--- config.mk ---
export PLATFORM = sky130hd
export DESIGN_NAME = board_reader
export DESIGN_NICKNAME = d
export VERILOG_FILES = /design/src/rtl/conway_pkg.sv /design/src/rtl/dff.sv /design/src/rtl/board_reader.sv
export SDC_FILE = /design/constraint.sdc
export NUM_CORES = 1
export LEC_CHECK = 0
export ABC_AREA = 1
export BUFFER_PORTS_ARGS = -buffer_cell sky130_fd_sc_hd__buf_2
export CAP_MARGIN = 30
export CORE_UTILIZATION = 50
export CTS_BUF_LIST = sky130_fd_sc_hd__clkbuf_2
export DETAILED_ROUTE_END_ITERATION = 6
export PLACE_DENSITY = 0.73
export SKIP_LAST_GASP = 1
export SYNTH_ARGS = -nofsm -noshare
export SYNTH_HDL_FRONTEND = slang
export SYNTH_SLANG_ARGS = --single-unit
--- constraint.sdc ---
create_clock -name clk -period 2.56 [get_ports clk]
set_clock_uncertainty 0.05 [all_clocks]
set_input_delay 0.512 -clock clk [delete_from_list [all_inputs] [get_ports clk]]
set_output_delay 0.512 -clock clk [all_outputs]
set_load 0.03 [all_outputs]
--- src/rtl/conway_pkg.sv ---
// Shared types for the conway board blocks.
package conway_pkg;

    typedef enum logic [1:0] {
        IDLE = 2'd0,
        SCAN = 2'd1,
        DONE = 2'd2
    } reader_state_t;

endpackage

--- src/rtl/dff.sv ---
// Write-enabled register with asynchronous active-high clear.
module dff #(
    parameter int SIZE = 1
) (
    input  logic            clk,
    input  logic            reset,
    input  logic            we,
    input  logic [SIZE-1:0] d,
    output logic [SIZE-1:0] q
);

    logic [SIZE-1:0] q_q, q_d;

    always_comb begin
        q_d = q_q;
        if (we) q_d = d;
    end

    always_ff @(posedge clk or posedge reset) begin
        if (reset) q_q <= '0;
        else       q_q <= q_d;
    end

    assign q = q_q;

endmodule

--- src/rtl/board_reader.sv ---
// Snapshots the live board on start and streams it out row by row with valid/ready.
module board_reader
    import conway_pkg::*;
#(
    parameter int WIDTH  = 8,
    parameter int HEIGHT = 8
) (
    input  logic                      clk,
    input  logic                      reset,
    input  logic                      start,
    input  logic [WIDTH*HEIGHT-1:0]   board,
    output logic [WIDTH-1:0]          row_data,
    output logic [$clog2(HEIGHT)-1:0] row_idx,
    output logic                      row_valid,
    input  logic                      row_ready,
    output logic                      row_last,
    output logic                      busy,
    output logic                      done
);

    localparam int IW = $clog2(HEIGHT);
    localparam logic [IW-1:0] LAST_IDX = IW'(HEIGHT - 1);

    reader_state_t         state_q, state_d;
    logic [IW-1:0]         idx_q, idx_d;
    logic                  valid_q, valid_d;
    logic                  last_q, last_d;
    logic                  busy_q, busy_d;
    logic                  done_q, done_d;
    logic                  capture;
    logic                  xfer;
    logic [WIDTH*HEIGHT-1:0] snap;

    assign capture = (state_q == IDLE) && start;
    assign xfer    = valid_q && row_ready;

    dff #(.SIZE(WIDTH*HEIGHT)) u_snap (
        .clk   (clk),
        .reset (reset),
        .we    (capture),
        .d     (board),
        .q     (snap)
    );

    always_comb begin
        state_d = state_q;
        idx_d   = idx_q;
        valid_d = valid_q;
        last_d  = last_q;
        busy_d  = busy_q;
        done_d  = 1'b0;
        case (state_q)
            IDLE: begin
                if (start) begin
                    state_d = SCAN;
                    idx_d   = '0;
                    valid_d = 1'b1;
                    last_d  = (LAST_IDX == '0);
                    busy_d  = 1'b1;
                end
            end
            SCAN: begin
                if (xfer) begin
                    if (last_q) begin
                        // Index stays parked on the last row; it is only reset by the next capture.
                        state_d = DONE;
                        valid_d = 1'b0;
                        last_d  = 1'b0;
                        done_d  = 1'b1;
                    end else begin
                        idx_d  = idx_q + IW'(1);
                        last_d = ((idx_q + IW'(1)) == LAST_IDX);
                    end
                end
            end
            DONE: begin
                state_d = IDLE;
                valid_d = 1'b0;
                last_d  = 1'b0;
                busy_d  = 1'b0;
            end
            default: begin
                state_d = IDLE;
                valid_d = 1'b0;
                last_d  = 1'b0;
                busy_d  = 1'b0;
            end
        endcase
    end

    always_ff @(posedge clk or posedge reset) begin
        if (reset) begin
            state_q <= IDLE;
            idx_q   <= '0;
            valid_q <= 1'b0;
            last_q  <= 1'b0;
            busy_q  <= 1'b0;
            done_q  <= 1'b0;
        end else begin
            state_q <= state_d;
            idx_q   <= idx_d;
            valid_q <= valid_d;
            last_q  <= last_d;
            busy_q  <= busy_d;
            done_q  <= done_d;
        end
    end

    assign row_data  = valid_q ? snap[int'(idx_q)*WIDTH +: WIDTH] : '0;
    assign row_idx   = idx_q;
    assign row_valid = valid_q;
    assign row_last  = last_q;
    assign busy      = busy_q;
    assign done      = done_q;

endmodule

# Word-level counts from Yosys, hierarchy flattened
# Index checks and enable logic that the tools add are counted.
[classes]
n_eq_ne = 6
reduce_logical = 8
n_mux = 21
n_addsub = 1
n_bitwise = 1
shift = 1
[ops]
columns = ["operator", "count"]
rows = [
  ["variable part select 64 x 7 -> 8 bit", 1],
  ["2-to-1 mux 1 bit", 9],
  ["2-to-1 mux 3 bit", 3],
  ["2-to-1 mux 8 bit", 1],
  ["inequality test 2 bit, second input constant", 4],
  ["2-to-1 mux 2 bit", 3],
  ["one-hot mux 1 bit (2 select lines)", 3],
  ["one-hot mux 3 bit (2 select lines)", 1],
  ["one-hot mux 2 bit (2 select lines)", 1],
  ["AND reduction 2 bit", 2],
  ["AND reduction 4 bit", 1],
  ["adder 3 x 1 -> 3 bit, second input constant", 1],
  ["== test 3 bit, second input constant", 1],
  ["AND reduction 3 bit", 1],
  ["== test 2 x 1 -> 1 bit, second input constant", 1],
  ["logical AND 1 bit", 2],
  ["logical NOT 2 bit", 1],
  ["nonzero test 2 bit", 1],
  ["NOT 1 bit", 1],
]
[word_totals]
word_cells = 45
ff_bits = 73

# Depth between registers and ports, before layout
# Gate-level depths: netlist of the first run.
[logic_depth]
ltp_word = 5
mapped_depth = 8
ltp_nobuf = 7

# Modules after synthesis
# A second synthesis of the first run with hierarchy kept.
[hier_totals]
hier_cells = 539
area_unflattened_um2 = 3806.2
[modules_own_cells]
columns = ["mod", "cells_per_inst", "n_inst", "area_per_inst_um2"]
rows = [
  ["dff", 271, 1, 2449.8],
  ["board_reader", 268, 1, 1356.3],
]

# Worst setup path after synthesis of the first run
# No wires, ideal clock.
[synth_timing]
path_type = "reg2out"
from = "reg idx_q[1] (netlist: row_idx[1])"
to = "out row_data[6]"
stages_incl_launch_ff = 7
setup_slack_ns = 0.429
required_time_ns = 1.998
arrival_time_ns = 1.569
n_path_buf = 2
path_cell_list = "dfrtp_1 -> buf_2 -> buf_2 -> nand3_1 -> nand3_1 -> nand2_1 -> nor2_1"
[synth_between]
elab_chain_cells = 2
[synth_lines]
columns = ["item", "line_no", "source"]
rows = [
  ["from (decl)", "board_reader.sv:25", "logic [IW-1:0] idx_q, idx_d;"],
  ["from (signal assigned)", "board_reader.sv:101", "idx_q <= idx_d;"],
  ["variable part select 64 x 7 -> 8 bit", "board_reader.sv:109", "assign row_data = valid_q ? snap[int'(idx_q)*WIDTH +: WIDTH] : '0;"],
  ["2-to-1 mux 8 bit", "board_reader.sv:109", ""],
  ["to (decl)", "board_reader.sv:12", "output logic [WIDTH-1:0] row_data,"],
]
# Every way passes these cells.

# Worst setup path in the final report of the first run
[layout_timing]
from = "reg idx_q[0] (netlist: row_idx[0])"
to = "out row_data[5]"
# Same word-level chain as after synthesis.

==> key figures, run 1 <==
Run status
  – Run status: finished clean

Synth
  – Post-synthesis cell count: 467
  – Cell variety after synth: 18
  – Count leader, synth: sky130_fd_sc_hd__nand2_1
  – Ranking of synthesized cells by instance count: sky130_fd_sc_hd__nand2_1, sky130_fd_sc_hd__nor2_1, sky130_fd_sc_hd__dfrtp_1
  – Biggest area consumer among synthesized cells: sky130_fd_sc_hd__dfrtp_1
  – Area fraction of the dominant cell type after synthesis: 51.94%
  – Flip-flop cell with the highest count after synthesis: sky130_fd_sc_hd__dfrtp_1
  – Synthesized Nets: around 540
  – Fraction of synthesis flops using an asynchronous set or reset pin: between 90% and 100%
  – Fraction of the yosys area taken by sequential cells: 51.94%
  – Synth Area per Inst: 7.531 um2
  – Cells taking the most area after synthesis: sky130_fd_sc_hd__dfrtp_1, sky130_fd_sc_hd__nand2_1, sky130_fd_sc_hd__a21oi_1
  – Synth warn: 0
  – Post-Syn Area: 3517 um2
  – Post-synthesis register bit count: 73
  – Post-synth EDFFs: 0

Hold path
  – Hold Path Class: input pin to asynchronous set/reset pin

Clock tree
  – Number of buffers between clock root and the deepest sink: 2
  – Skew-Pair Late Insertion Delay: around 0.50 ns
  – Number of clock sinks seen by CTS: 73
  – Clock slew at the register clock pins of the worst setup and hold paths: 0.21 ns
  – CTS tree: built
  – Root buf cell: sky130_fd_sc_hd__clkbuf_2
  – Hold_buf cts: 0
  – Clock buffers created by TritonCTS: 9
  – CTS H-tree lvls: 3

Floorplanning
  – Core outline area: 6794 um2
  – Number of top-level pins: 83
  – Rows: 30
  – Die width: 85.87 um
  – Starting utilization of the core area: just over 50%
  – Die Outline Area: approximately 7400 um2
  – Die span in y: 85.87 um

Pwr
  – Combinational Power Share: 4.1%
  – Internal power contribution: between 1 and 1.5 mW
  – Static leakage: 2.298 nW
  – Power Total: 1.850 mW
  – Relative contribution of sequential cells to total power: 62.4%
  – Worst VDD drop: around 300 uV
  – Net switching component of the power: 0.4420 mW
  – Power density cells: 449.6 nW/um2
  – Clock network fraction of design power: 33.5%
  – Switching fraction of total power: 23.90%

STA
  – Highest attainable clock frequency: 0.4066 GHz
  – Setup repair after global routing missed its margin: false
  – Endpoints failing setup: 0
  – Accumulated negative setup slack: 0 ns
  – Post-route fraction of the period consumed by the critical path: 96.07%
  – Relative slew slack: 50.24%
  – Slew at the pin closest to its max-slew limit: 0.7454 ns
  – Min Tclk post-route: 2.459 ns
  – Post-Route Hold Slack: around 0.043 ns
  – Slew Limit Fails: 0
  – Final hold violation count: 0

Detailed routing
  – Drt first pass iters: 7
  – Count of nets left with antenna violations after detail routing: 0
  – Count of vias placed by the detailed router: 3106
  – WL/cell: 12.68 um
  – Total Wirelength: 8128 um
  – Number of remaining DRC errors: 0
  – Post-DR vias/cell: between 4 and 5
  – Iteration-0 DRC Markers: 227

Placed design
  – Placed Instance Area: 3983 um2
  – Placed cells: 624
  – Port Buffers: 82
  – GPL Wtd Cong: slightly below 0.9
  – Final HPWL from detailed placement: around 5900 um

Global route
  – Pin count of the biggest net entering global routing: 65
  – Number of antenna violations at the first check in global routing: 0
  – Wire length of the first global-routing pass: 13680 um
  – Global-route congestion overflow total: 0
  – Number of global-route vias before repair: 2926
  – Global router's overall resource usage: 24.01%

Flow run
  – Maxcap violations: 0

Worst setup path
  – Type of the worst setup path: register to output pin
  – Nature of the critical path startpoint: register
  – Critical path endpoint category: output pin
  – Crit path max fanout: 22
  – Arrival time reported for the critical path endpoint: 1.90 ns
  – Crit path required time: 2.00 ns

Cells and area
  – Antenna cells: 0
  – Final cell count without fillers: 641
  – Share of layout cells above drive strength 1: 20.73%
  – Number of nets in the finished design: 611
  – Layout-stage area growth over the synthesis result: 16.97%
  – Post-route cell area: 4114 um2
## stage by stage
step / setup WS [ns] / util [%]
final: 0.1005 / 60.55
after global routing: 0.01826 / 60.55
after CTS: 0.01028 / 60.22
after detailed placement: 0.5699 / 58.62
after global placement: 0.5606 / 58.62
after floorplan: 0.1447 / -
## metal layers
metal  vias up  share of wire (%)  GRT usage, %
li1       1577                  -             -
met1      1407                 47         34.47
met2       104                 45         37.01
met3        18                5.8         3.657
met4         0                1.8         8.939
met5         -                  0             0
## critical path: stages, from the launching register on
cell and delay, ns:
sky130_fd_sc_hd__dfrtp_1 0.46, sky130_fd_sc_hd__buf_4 0.22, sky130_fd_sc_hd__nand2_1 0.10, sky130_fd_sc_hd__nand3_1 0.09
sky130_fd_sc_hd__nand2_1 0.08, sky130_fd_sc_hd__nor2_1 0.04, sky130_fd_sc_hd__nor2_1 0.18, sky130_fd_sc_hd__buf_2 0.23
## repair_timing
item                       in CTS  in global routing
setup buffers                   0                  2
setup endpoints to repair       4                  8
resized for setup               2                  4
pin swaps                       0                  0
## cells by family after synthesis
| logic type | synth area share [%] |
|---|---|
| buf+inv | 11.56 |
| xor+xnor | 0.2491 |
| simple gates | 25.72 |
| fa+ha+maj | 0.7114 |
| compound gates | 9.818 |
| flops | 51.94 |
## area by class of cell
| type | instances | area, um2 |
|---|---|---|
| fillers | 638 | 2680 |
| flip-flops and latches | 73 | 1828 |
| multi-input cells | 296 | 1291 |
| well taps | 96 | 120.1 |
| clock inverters | 6 | 60.06 |
| repair buffers | 90 | 498.0 |
| inverters | 71 | 271.5 |
| clock buffers | 9 | 45.04 |
## registers in the layout, indices dropped and copies added, names as in the netlist
register / flops
state_q: 2
u_snap.q: 64
row_last: 1
done: 1
row_idx: 3
busy: 1
row_valid: 1
## final timing paths
kind | slack (ns) | cells past startpoint | start | to
setup / recovery | 0.10 | 7 | row_idx[0] | row_data[5]
hold / removal | 0.04 | 2 | reset | u_snap.q[50]
setup reg to reg | 0.91 | 5 | state_q[0] | u_snap.q[52]
hold reg to reg | 0.45 | 2 | busy | busy
max in group asynchronous | 1.76 | 3 | reset | u_snap.q[6]
min in group clk | 0.17 | 3 | board[35] | u_snap.q[35]
## placed cells by master (no fill, tap or decap), drive strengths merged
master	count
a21oi	65
buf	89
bufinv	1
clkbuf	10
clkinv	3
clkinvlp	2
dfrtp	73
ha	2
inv	71
nand2	95
nand3	45
nor2	84
o21ai	4
xor2	1
## power by group through the flow
| stage | clock (mW) | sequential [mW] | combinational, mW |
|---|---|---|---|
| after floorplan | 0 | 1.18 | 0.0176 |
| after global placement | 0 | 1.17 | 0.0758 |
| after detailed placement | 0 | 1.17 | 0.0778 |
| after CTS | 0.629 | 1.15 | 0.0783 |
| after global routing | 0.669 | 1.16 | 0.0864 |
| final | 0.619 | 1.15 | 0.0759 |
Note: power is estimated with default switching activity, not from simulation.
==> run 2: changes to the inputs <==
==> constraint.sdc (replaced) <==
create_clock -name clk -period 2.56 [get_ports clk]
set_clock_uncertainty 0.05 [all_clocks]
set_input_delay 0.256 -clock clk [delete_from_list [all_inputs] [get_ports clk]]
set_output_delay 0.256 -clock clk [all_outputs]
set_load 0.03 [all_outputs]
==> run 2 against run 1 <==
Net effect: clock power hardly changed; sequential share of layout area is 5.8 points lower; largest cell class unchanged; die area stayed put; worst hold slack worse by 0.026 ns.
==> key figures, run 2 (same netlist as run 1, synthesis figures left out) <==
Pwr
  – Switching fraction of total power: 22.83% (was 23.90%)
  – Worst VDD drop: 266.3 uV (was 300.3 uV)
  – Net switching component of the power: 0.4409 mW (was 0.4420 mW)
  – Relative contribution of sequential cells to total power: 59.8% (was 62.4%)
  – Internal power contribution: 1.490 mW (was 1.408 mW)
  – Power Total: 1.931 mW (was 1.850 mW)
  – Static leakage: 2.564 nW (was 2.298 nW)
  – Combinational Power Share: 8.2% (was 4.1%)
  – Power density cells: 408.5 nW/um2 (was 449.6 nW/um2)
  – Clock network fraction of design power: 32.0% (was 33.5%)

Global route
  – Wire length of the first global-routing pass: 15160 um (was 13680 um)
  – Number of antenna violations at the first check in global routing: 0 (unchanged)
  – Global-route congestion overflow total: 0 (unchanged)
  – Number of global-route vias before repair: 3401 (was 2926)
  – Global router's overall resource usage: 26.97% (was 24.01%)
  – Pin count of the biggest net entering global routing: 70 (was 65)

Cells and area
  – Flip-flop count of the largest register, all copies and words added: 64 (unchanged)
  – Share of layout cells above drive strength 1: 17.90% (was 20.73%)
  – Area taken by flip-flops and latches: 1827 um2 (was 1828 um2)
  – Number of nets in the finished design: 674 (was 611)
  – Layout-stage area growth over the synthesis result: 34.40% (was 16.97%)
  – Antenna cells: 0 (unchanged)
  – Commonest non-fill, non-tap cells in the layout: sky130_fd_sc_hd__nand2_1, sky130_fd_sc_hd__nor2_1, sky130_fd_sc_hd__buf_2, sky130_fd_sc_hd__dfrtp_1, sky130_fd_sc_hd__inv_1 (unchanged)
  – Final cell count without fillers: 705 (was 641)
  – Area used by multi-input combinational logic: 1289 um2 (was 1291 um2)
  – Fillers: 569 (was 638)
  – Leading cell type in the layout, fill and taps excluded: sky130_fd_sc_hd__nand2_1 (unchanged)

Worst setup path
  – Critical path endpoint category: output pin (unchanged)
  – Crit path required time: 2.25 ns (was 2.00 ns)
  – Crit path max fanout: 33 (was 22)
  – Arrival time reported for the critical path endpoint: 1.99 ns (was 1.90 ns)
  – Type of the worst setup path: register to output pin (unchanged)
  – Nature of the critical path startpoint: register (unchanged)

Detailed routing
  – WL/cell: 13.15 um (was 12.68 um)
  – Number of remaining DRC errors: 0 (unchanged)
  – Total Wirelength: 9270 um (was 8128 um)
  – Iteration-0 DRC Markers: 225 (was 227)
  – Count of vias placed by the detailed router: 3411 (was 3106)
  – Post-DR vias/cell: 4.838 (was 4.846)
  – Drt first pass iters: 4 (was 7)
  – Count of nets left with antenna violations after detail routing: 0 (unchanged)

Flow run
  – Maxcap violations: 0 (unchanged)

Clock tree
  – Skew-Pair Late Insertion Delay: 0.51 ns (was 0.50 ns)
  – Postcts setup bufs: 0 (unchanged)
  – Clock buffers created by TritonCTS: 9 (unchanged)
  – CTS tree: built (unchanged)
  – Number of buffers between clock root and the deepest sink: 2 (unchanged)
  – CTS H-tree lvls: 3 (unchanged)
  – Clock slew at the register clock pins of the worst setup and hold paths: 0.20 ns (was 0.21 ns)
  – Root buf cell: sky130_fd_sc_hd__clkbuf_2 (unchanged)
  – Number of clock sinks seen by CTS: 73 (unchanged)

STA
  – Highest attainable clock frequency: 0.4359 GHz (was 0.4066 GHz)
  – Post-route fraction of the period consumed by the critical path: 89.62% (was 96.07%)
  – Relative slew slack: 42.96% (was 50.24%)
  – Accumulated negative setup slack: 0 ns (unchanged)
  – Final Worst Setup Slack: 0.2657 ns (was 0.1005 ns)
  – Slew Limit Fails: 0 (unchanged)
  – Min Tclk post-route: 2.294 ns (was 2.459 ns)
  – Slew at the pin closest to its max-slew limit: 0.8543 ns (was 0.7454 ns)
  – Final hold violation count: 0 (unchanged)
  – Setup repair after global routing missed its margin: false (unchanged)
  – Endpoints failing setup: 0 (unchanged)

Floorplanning
  – Rows: 30 (unchanged)
  – Starting utilization of the core area: 51.77% (unchanged)
  – Die span in y: 85.87 um (unchanged)
  – Die width: 85.87 um (unchanged)
  – Core outline area: 6794 um2 (unchanged)
  – Die Outline Area: 7374 um2 (unchanged)
  – Number of top-level pins: 83 (unchanged)

Placed design
  – Worst slack at placement: 0.6771 ns (was 0.5699 ns)
  – Port Buffers: 82 (unchanged)
  – Final HPWL from detailed placement: 5874 um (was 5913 um)
  – GPL Wtd Cong: 0.9008 (was 0.8933)
  – Placed cells: 624 (unchanged)

Hold path
  – Hold Path Class: input pin to register (was input pin to asynchronous set/reset pin)

Run status
  – Run status: finished clean (unchanged)
==> run 2: power by group through the flow <==
stage               combinational (mW)  clock [mW]  sequential [mW]
floorplan                       0.0176           0             1.18
global placement                0.0763           0             1.17
detailed placement              0.0779           0             1.17
CTS                              0.153       0.634             1.15
global route                     0.172       0.667             1.15
finish                           0.158       0.619             1.15
==> run 2: path summary, 6_finish.rpt <==
kind                             from      endpoint  cells past startpoint  slack [ns]
min reg2reg                      busy          busy                      2        0.45
min                         row_ready    state_q[0]                      4        0.02
min in group asynchronous       reset      row_last                      3        0.41
max reg2reg                state_q[1]  u_snap.q[55]                      5        0.72
max in group asynchronous       reset  u_snap.q[21]                      4        1.38
max                        row_idx[0]   row_data[3]                      8        0.27
==> run 2: through the flow <==
step	hold WS, ns	instance area, um2	util (%)
floorplan	0.3646	3517	-
global placement	0.4095	3970	58.43
detailed placement	0.4173	3970	58.43
CTS	0.0007507	4725	69.54
global route	0.02190	4727	69.58
finish	0.01732	4727	69.58
==> run 2: repair_timing <==
action	in CTS	in global routing
endpoints found under the setup margin	0	8
hold buffers	65	0
endpoints found under the hold margin	103	0
gates resized for setup	0	2
==> run 2: worst max-delay path, cell delays in order, from the launching register on <==
cell                      delay (ns)
sky130_fd_sc_hd__dfrtp_1        0.41
sky130_fd_sc_hd__buf_4          0.20
sky130_fd_sc_hd__inv_4          0.26
sky130_fd_sc_hd__nand2_1        0.10
sky130_fd_sc_hd__nand3_1        0.09
sky130_fd_sc_hd__nand2_1        0.07
sky130_fd_sc_hd__nor2_1         0.10
sky130_fd_sc_hd__nor2_1         0.08
sky130_fd_sc_hd__buf_2          0.18
==> run 2: final cells by class <==
| class | instances | share of cell area [%] |
|---|---|---|
| clock buffer | 12 | 1.271 |
| clock inverter | 4 | 0.9264 |
| inverter | 71 | 5.691 |
| multi-input combinational | 296 | 27.26 |
| sequential | 73 | 38.64 |
| tap | 96 | 2.541 |
| timing repair buffer | 153 | 23.66 |
==> run 2: per-layer routing <==
metal	vias to the layer above	GRT usage [%]	share of wire, %
li1	1701	-	-
met1	1570	34.52	44
met2	120	44.16	48
met3	20	4.909	5.8
met4	0	13.48	2.5
met5	-	0	0
==> run 3: changes to the inputs <==
REMOVE_ABC_BUFFERS = 1   (was default)
==> run 3 against run 2 <==
Net effect: clock-buffer cell count down 3; wire length is 8.3% lower; design area increased by 0.87%; combinational power hardly changed; largest power group unchanged; register-to-register slack better by 0.10 ns; die area is the same; first-iteration DRC count rose by 6.7%; largest cell class unchanged; via count is 0.21% higher; worst hold slack improved by 0.14 ns; core utilization is 0.61 points higher.
==> key figures, run 3 (same netlist as run 1, synthesis figures left out) <==
Worst setup path
  – Crit path max fanout: 33 (unchanged)
  – Crit path required time: 2.25 ns (about the same)
  – Count of buffering cells on the critical path with inverters included: 2 (was 3)
  – Crit-path slowest cell: sky130_fd_sc_hd__inv_2 (was sky130_fd_sc_hd__dfrtp_1)
  – Arrival time reported for the critical path endpoint: 2.03 ns (was 1.99 ns)
  – Type of the worst setup path: register to output pin (unchanged)
  – Nature of the critical path startpoint: register (unchanged)
  – Worst-path cell chain: inv_2, nand2_1, nand3_1, nand3_1, nand2_1, nor2_1, buf_2 (was buf_4, inv_4, nand2_1, nand3_1, nand2_1, nor2_1, nor2_1, buf_2)
  – Maximum single-stage delay on the critical path: 0.45 ns (was 0.41 ns)
  – Crit-path leading delay family: buffers and inverters (unchanged)
  – Critical path endpoint category: output pin (unchanged)

STA
  – Final hold violation count: 0 (unchanged)
  – Slew Limit Fails: 0 (unchanged)
  – Accumulated negative setup slack: 0 ns (unchanged)
  – Slew at the pin closest to its max-slew limit: 0.7241 ns (was 0.8543 ns)
  – Post-route fraction of the period consumed by the critical path: 91.30% (was 89.62%)
  – Min Tclk post-route: 2.337 ns (was 2.294 ns)
  – Setup repair after global routing missed its margin: false (unchanged)
  – Relative slew slack: 51.73% (was 42.96%)
  – Endpoints failing setup: 0 (unchanged)
  – Highest attainable clock frequency: 0.4279 GHz (was 0.4359 GHz)
  – Final Worst Setup Slack: 0.2227 ns (was 0.2657 ns)

Floorplanning
  – Number of top-level pins: 83 (unchanged)
  – Die width: 85.87 um (unchanged)
  – Die span in y: 85.87 um (unchanged)
  – Die Outline Area: 7374 um2 (unchanged)
  – Rows: 30 (unchanged)
  – Core outline area: 6794 um2 (unchanged)
  – Starting utilization of the core area: 51.77% (unchanged)

Flow run
  – Maxcap violations: 0 (unchanged)

Clock tree
  – Number of clock sinks seen by CTS: 73 (unchanged)
  – Number of buffers between clock root and the deepest sink: 2 (unchanged)
  – CTS tree: built (unchanged)
  – CTS H-tree lvls: 3 (unchanged)
  – Clock slew at the register clock pins of the worst setup and hold paths: 0.20 ns (about the same)
  – Root buf cell: sky130_fd_sc_hd__clkbuf_2 (unchanged)
  – Skew-Pair Late Insertion Delay: 0.53 ns (was 0.51 ns)
  – Clock buffers created by TritonCTS: 9 (unchanged)

Placed design
  – Port Buffers: 82 (unchanged)
  – Final HPWL from detailed placement: 5271 um (was 5874 um)
  – GPL Wtd Cong: 0.7610 (was 0.9008)
  – Placed Instance Area: 3978 um2 (was 3970 um2)
  – Worst slack at placement: 0.8235 ns (was 0.6771 ns)

Detailed routing
  – Total Wirelength: 8499 um (was 9270 um)
  – Drt first pass iters: 5 (was 4)
  – Post-DR vias/cell: 4.835 (was 4.838)
  – WL/cell: 12.02 um (was 13.15 um)
  – Count of nets left with antenna violations after detail routing: 0 (unchanged)
  – Iteration-0 DRC Markers: 240 (was 225)
  – Number of remaining DRC errors: 0 (unchanged)
  – Count of vias placed by the detailed router: 3418 (was 3411)

Cells and area
  – Layout-stage area growth over the synthesis result: 35.57% (was 34.40%)
  – Commonest non-fill, non-tap cells in the layout: sky130_fd_sc_hd__nand2_1, sky130_fd_sc_hd__nor2_1, sky130_fd_sc_hd__buf_2, sky130_fd_sc_hd__dfrtp_1, sky130_fd_sc_hd__inv_1 (unchanged)
  – Flip-flop count of the largest register, all copies and words added: 64 (unchanged)
  – Number of nets in the finished design: 676 (was 674)
  – Antenna cells: 0 (unchanged)
  – Share of layout cells above drive strength 1: 18.17% (was 17.90%)
  – Leading cell type in the layout, fill and taps excluded: sky130_fd_sc_hd__nand2_1 (unchanged)
  – Post-route cell area: 4768 um2 (was 4727 um2)

Pwr
  – Worst VDD drop: 279.8 uV (was 266.3 uV)
  – Power density cells: 427.0 nW/um2 (was 408.5 nW/um2)
  – Power Total: 2.036 mW (was 1.931 mW)
  – Static leakage: 2.583 nW (was 2.564 nW)

Global route
  – Wire length of the first global-routing pass: 14080 um (was 15160 um)
  – Pin count of the biggest net entering global routing: 61 (was 70)
  – Number of antenna violations at the first check in global routing: 0 (unchanged)
  – Global router's overall resource usage: 24.57% (was 26.97%)
  – Number of global-route vias before repair: 3247 (was 3401)
  – Global-route congestion overflow total: 0 (unchanged)

Hold path
  – Hold Path Class: input pin to asynchronous set/reset pin (was input pin to register)

Run status
  – Run status: finished clean (unchanged)
-- run 3: changes by cell type in the layout (fill, tap and decap cells not counted), sizes merged --
cell         change
buf              +1
bufinv           +1
clkbuf           -3
clkinv           +2
dlygate4sd3      +1
-- run 3: worst register-to-register path: stages, from the launching register on --
cell and delay [ns]:
sky130_fd_sc_hd__dfrtp_1 0.45, sky130_fd_sc_hd__nor2_2 0.19, sky130_fd_sc_hd__nand2_4 0.33, sky130_fd_sc_hd__buf_4 0.37, sky130_fd_sc_hd__nor2_1 0.17, sky130_fd_sc_hd__a21oi_1 0.06
-- run 3: worst paths after layout --
check                           start  slack, ns            to  cells past startpoint
min reg2reg                      busy       0.45          busy                      2
min                             reset       0.15  u_snap.q[53]                      3
max reg2reg                state_q[0]       0.82  u_snap.q[44]                      5
max                        row_idx[0]       0.22   row_data[7]                      7
min in group clk                start       0.18      row_last                      5
max in group asynchronous       reset       1.69  u_snap.q[36]                      4
-- run 3: per-stage QoR --
stage | util [%] | hold slack, ns | std cells
floorplan | - | 0.3646 | 440
global placement | 58.55 | 0.1922 | 625
detailed placement | 58.55 | 0.1898 | 625
CTS | 70.18 | 0.1536 | 707
global route | 70.18 | 0.1656 | 707
finish | 70.18 | 0.1528 | 707
-- run 3: layer usage --
metal | wire [um] | vias to the layer above | part of all wire, % | GRT usage [%]
li1 | - | 1706 | - | -
met1 | 3787 | 1582 | 45 | 29.49
met2 | 4177 | 107 | 49 | 43.72
met3 | 303 | 23 | 3.6 | 3.561
met4 | 231 | 0 | 2.7 | 11.06
met5 | 0 | - | 0 | 0
-- run 3: power by group --
group	switching, mW	internal, mW
sequential	0	1.15
combinational	0.0517	0.104
clock	0.410	0.315
-- run 3: layout make-up --
cell class | instances | area [um2]
sequential | 73 | 1827
fill | 555 | 2026
multi-input combinational | 296 | 1289
tap | 96 | 120.1
clock inverter | 7 | 85.08
inverter | 71 | 266.5
timing repair buffer | 155 | 1136
clock buffer | 9 | 45.04
-- run 3: what timing repair did --
item	CTS	global route
buffers inserted	0	0
hold endpoints to repair	112	0
gates resized for setup	0	0
hold buffers	66	0
